### src/rtl/control_sequencer.sv
// control_sequencer: fetch/execute control FSM for a single-bus datapath.
module control_sequencer (
  input  logic        Clock,
  input  logic        Clear,
  input  logic        Run,
  input  logic        Mem_ready,
  input  logic [31:0] IR,
  output logic        PCout,
  output logic        MARin,
  output logic        IncPC,
  output logic        Read,
  output logic        MDRin,
  output logic        MDRout,
  output logic        IRin,
  output logic        Yin,
  output logic        ZLowIn,
  output logic        Zlowout,
  output logic        Rout,
  output logic        Rin,
  output logic [3:0]  Rout_sel,
  output logic [3:0]  Rin_sel,
  output logic [4:0]  ALU_op,
  output logic        Busy,
  output logic        Halted
);
  typedef enum logic [2:0] {IDLE, T0, T1, T2, T3, T4, T5, HALT} state_t;
  state_t state;
  logic [4:0] opcode;
  logic alu_fmt, is_halt;
  assign opcode  = IR[31:27];
  assign alu_fmt = opcode >= 5'b00011 && opcode <= 5'b01100;
  assign is_halt = opcode == 5'b11010;
  always_ff @(posedge Clock or negedge Clear)
    if (!Clear) state <= IDLE;
    else
      case (state)
        IDLE:    state <= Run ? T0 : IDLE;
        T0:      state <= T1;
        T1:      state <= Mem_ready ? T2 : T1;
        T2:      state <= T3;
        T3:      state <= alu_fmt ? T4 : is_halt ? HALT : Run ? T0 : IDLE;
        T4:      state <= T5;
        T5:      state <= Run ? T0 : IDLE;
        default: state <= HALT;
      endcase
  // IDLE decodes to all-zero, so the async Clear also clears every output
  assign PCout    = state == T0;
  assign MARin    = state == T0;
  assign IncPC    = state == T0;
  assign Read     = state == T1;
  assign MDRin    = state == T1 && Mem_ready;
  assign MDRout   = state == T2;
  assign IRin     = state == T2;
  assign Yin      = state == T3 && alu_fmt;
  assign ZLowIn   = state == T4;
  assign Zlowout  = state == T5;
  assign Rout     = Yin || state == T4;
  assign Rin      = state == T5;
  assign Rout_sel = Yin ? IR[22:19] : state == T4 ? IR[18:15] : 4'd0;
  assign Rin_sel  = Rin ? IR[26:23] : 4'd0;
  assign ALU_op   = state == T4 ? opcode : 5'd0;
  assign Busy     = state != IDLE && state != HALT;
  assign Halted   = state == HALT;
endmodule

### config.mk
export PLATFORM = sky130hd
export DESIGN_NAME = control_sequencer
export DESIGN_NICKNAME = d
export VERILOG_FILES = /design/src/rtl/control_sequencer.sv
export SDC_FILE = /design/constraint.sdc
export NUM_CORES = 1
export LEC_CHECK = 0
export BUFFER_PORTS_ARGS = -buffer_cell sky130_fd_sc_hd__buf_4
export CORE_MARGIN = 2
export CORE_UTILIZATION = 32
export CTS_CLUSTER_SIZE = 24
export DETAILED_ROUTE_END_ITERATION = 10
export PLACE_DENSITY = 0.83
export SLEW_MARGIN = 20
export SYNTH_ARGS = -nofsm -noshare
export SYNTH_HDL_FRONTEND = slang
export SYNTH_SLANG_ARGS = --single-unit
### constraint.sdc
create_clock -name Clock -period 3.72 [get_ports Clock]
set_clock_uncertainty 0.1 [all_clocks]
set_input_delay 0.186 -clock Clock [delete_from_list [all_inputs] [get_ports Clock]]
set_output_delay 0.186 -clock Clock [all_outputs]
set_load 0.005 [all_outputs]
**After elaboration in Yosys (flattened, before gate mapping)**

Cells that the tools add are included.
Widths: inputs -> output; s select.

- Magnitude comparators: 2
- Reductions and logical operators: 8
- Muxes and demuxes: 9
- Equal/unequal tests: 9

Operators with widths:

| kind | count |
|---|---|
| $pmux 3 s6 | 1 |
| $eq 3x3->1 const B | 4 |
| $mux 4 | 3 |
| $eq 3x2->1 const B | 2 |
| $mux 3 | 2 |
| $eq 5x5->1 const B | 1 |
| $ge 5x2->1 const B | 1 |
| $le 5x4->1 const B | 1 |
| $mux 5 | 1 |
| $logic_and 1x1->1 | 4 |
| $eq 3x1->1 const B | 1 |
| $logic_not 3->1 | 1 |
| $ne 3x3->1 const B | 1 |
| $reduce_bool 3->1 | 1 |
| $mux 1 | 2 |
| $reduce_or 2->1 | 1 |
| $logic_or 1x1->1 | 1 |

- Input port bits: 36
- Logic and storage cells: 29
- Register bits after elaboration: 3
- Output and inout port bits: 27

**Logic depth before layout (Yosys ltp)**

- Word-level depth: 4
- Depth in mapped cells: 5
- Depth with buffers taken out: 3

**Worst setup path before layout**

No wires, ideal clock.

- Path type: flip-flop to output port
- From: register state[0]
- To: output MARin
- Required time: 3.434 ns
- Arrival time: 1.123 ns
- Cell stages (with the launch flop): 5
- Path buffers: 2
- Setup slack: 2.311 ns
- Path through: dfrtp_1 -> inv_1 -> buf_2 -> nor3_1 -> buf_4

- Cells in the longest elaborated chain, start to end: 1

RTL lines:

| item | RTL line | text |
|---|---|---|
| start, declared | 27 | `state_t state;` |
| start signal, assigned | 37 | `IDLE: state <= Run ? T0 : IDLE;` |
| start signal, assigned | 39 | `T1: state <= Mem_ready ? T2 : T1;` |
| start signal, assigned | 41 | `T3: state <= alu_fmt ? T4 : is_halt ? HALT : Run ? T0 : IDLE;` |
| $eq 3x1->1 | - |  |
| end, declared | 9 | `output logic MARin,` |

Every way passes these cells.

**Final worst setup path**

- From: register state[0]
- To: output Rin_sel[1]

- Cells in the longest elaborated chain, start to end: 2

RTL lines:

| item | RTL line | text |
|---|---|---|
| $eq 3x3->1 | 58 | `assign Rin = state == T5;` |
| $mux 4 | 60 | `assign Rin_sel = Rin ? IR[26:23] : 4'd0;` |
| end, declared | 21 | `output logic [3:0] Rin_sel,` |

Every way passes these cells.

==> flow_summary.ini <==
[detailed_routing]
wl_per_cell_um = 12.0
via_per_inst = 5.04
wirelength_um = 1480
route.detailed.drc = 0
ant_nets = 0
drt-initial-drc-count = 10
vias = 620
drtPass1Iterations = 4

[sta]
worst_pin_slew_ns = 0.477
rsz0062_at_grt = false
hold_viol_final = 0
final-setup-viol-count = 0
relSlewSlack_pct = 68.2
whs_ns = 0.171
finalCritPeriodShare_pct = 55.4
fmax_mhz = 485
drv_slew = 0
fin_tns_setup_ns = 0
post-route-min-period_ns = 2.06

[floorplan]
dieArea_um2 = 1780
die_x_um = 42.2
rows = 13
start_util_pct = 35.1
core_area_um2 = 1330
die_h_um = 42.2
io_pins = 63

[placed_design]
hpwl_um = 1130
place.gp.congestion = 0.715
port_buffers = 47
placed_area_um2 = 766

[finish]
layout-drive-gt1-share_pct = 50.9
largest_reg_flops = 3
most-common-layout-cells = 47 x buf_4, 9 x nand3_1, 5 x nor3_1
utilization_pct = 60.1
top_regs = state: 3 flops
diodes = 0
largest-register = state
fin_nets = 145
layout_commonest_cell = buf_4
design_area_um2 = 802
area_growth_pct = 71.4

[clocking]
postCtsHoldBufs = 1
clkSinkCount = 3
htree_levels = 1
cts.repair.resized = 0
clkLatencyLatePin_ns = 0.24
post_cts_buffers = 0
cts_buffer_depth = 2
cts_tree = built
path_clk_slew_ns = 0.04
cts_buffers = 3
cts_root_buf = clkbuf_4

[global_route]
grt_usage_pct = 17.1
grt_overflow_total = 0
grt_first_pass_wirelength_um = 2350
grt_pass1_vias = 516
grt_max_degree = 18
antenna_found_initial = 0

[logic_synthesis]
syn_area_per_cell_um2 = 7.20
synth_nets = 101
synth_cell_types = 28
ys_ff_latch = 3
synth_warnings = 0
syn-instance-count = 65
netlist_area_um2 = 468
seq_area_frac_synth_pct = 16.0

[flow_run]
drv_cap = 0

[critical_path]
cp_max_fo = 17
path_class = reg -> out
cp.arrival_ns = 1.78
endpoint_kind = output port
required_ns = 3.43
startpoint_type = register

[status]
status = completed

[worst_hold_path]
hold_path_class = in -> async

[pwr]
p_per_area_nw_per_um2 = 534
total_power_uw = 428
vdd_drop_max_v = 0.000226
total_leakage_power_nw = 0.427
## worst paths after layout
path / from / slack [ns] / endpoint / cells after the start
max reg2reg: state[0]$_DFF_PN0_ / 2.21 / state[1]$_DFF_PN0_ / 3
min reg2reg: state[2]$_DFF_PN0_ / 0.68 / state[1]$_DFF_PN0_ / 1
max in group asynchronous: Clear / 3.25 / state[1]$_DFF_PN0_ / 2
min in group Clock: Run / 0.19 / state[0]$_DFF_PN0_ / 3
max: state[0]$_DFF_PN0_ / 1.66 / Rin_sel[1] / 4
min: Clear / 0.17 / state[0]$_DFF_PN0_ / 2
## cell type report
cell class                      count  area (µm²)
Clock buffer                        4        26.3
Fill cell                         137         532
Inverter                            4        15.0
Multi-Input combinational cell     49         304
Sequential cell                     3        75.1
Tap cell                           15        18.8
Timing Repair Buffer               48         363
## metal layers
layer	share of wire (%)	up-vias	track usage [%]
met4	1.1	0	9.38
li1	-	316	-
met3	10	2	5.60
met1	40	267	19.2
met5	0	-	0
met2	49	35	28.0
## stage by stage
step           setup WS (ns)  cells
2_1_floorplan           2.31     65
3_3_place_gp            1.96    118
3_5_place_dp            1.93    118
4_1_cts                 1.67    123
5_1_grt                 1.54    123
6_report                1.66    123
## synth_stat cells
master,n,area share [%]
a211o_1,2,3.7
nor4_1,1,1.3
o211ai_1,1,1.6
and3_2,1,1.6
and3_1,4,5.3
o21ai_1,1,1.1
mux2i_1,1,2.1
nand3_1,9,9.6
nor4bb_2,1,3.5
clkbuf_1,1,0.80
clkbuf_8,2,5.9
buf_2,1,1.1
nor3_1,5,5.3
dfrtp_1,3,16
o21ai_0,4,4.3
inv_2,1,0.80
a31oi_1,1,1.3
nor2_1,4,3.2
nor2b_4,1,2.9
o311a_1,1,2.1
and3_4,1,2.4
and2_1,4,5.3
buf_4,5,8.0
inv_1,3,2.4
a21oi_1,3,3.2
a31o_1,1,1.9
nand2_1,2,1.6
o22ai_1,1,1.3
## worst max-delay path, stage by stage (launching register included)
cell	delay [ns]
dfrtp_1	0.63
inv_1	0.33
and3_4	0.29
and2_1	0.16
buf_4	0.13
## logic make-up (layout without fill, tap and decap cells)
| logic type | count (synthesis) | after routing | synth area share [%] |
|---|---|---|---|
| DFF | 3 | 3 | 16.0 |
| buffers and inverters | 13 | 56 | 19.0 |
| and+or+nand+nor | 33 | 33 | 42.2 |
| muxes | 1 | 1 | 2.14 |
| AOI/OAI and AO/OA | 15 | 15 | 20.6 |
## power breakdown
group          switching [mW]  total, mW  internal [mW]  leakage, nW
logic                   0.117      0.267          0.150        0.375
registers              0.0545      0.102         0.0478       0.0370
clock network          0.0184     0.0587         0.0403       0.0150
total                   0.190      0.428          0.238        0.427
(Power assumes the default switching activity.)
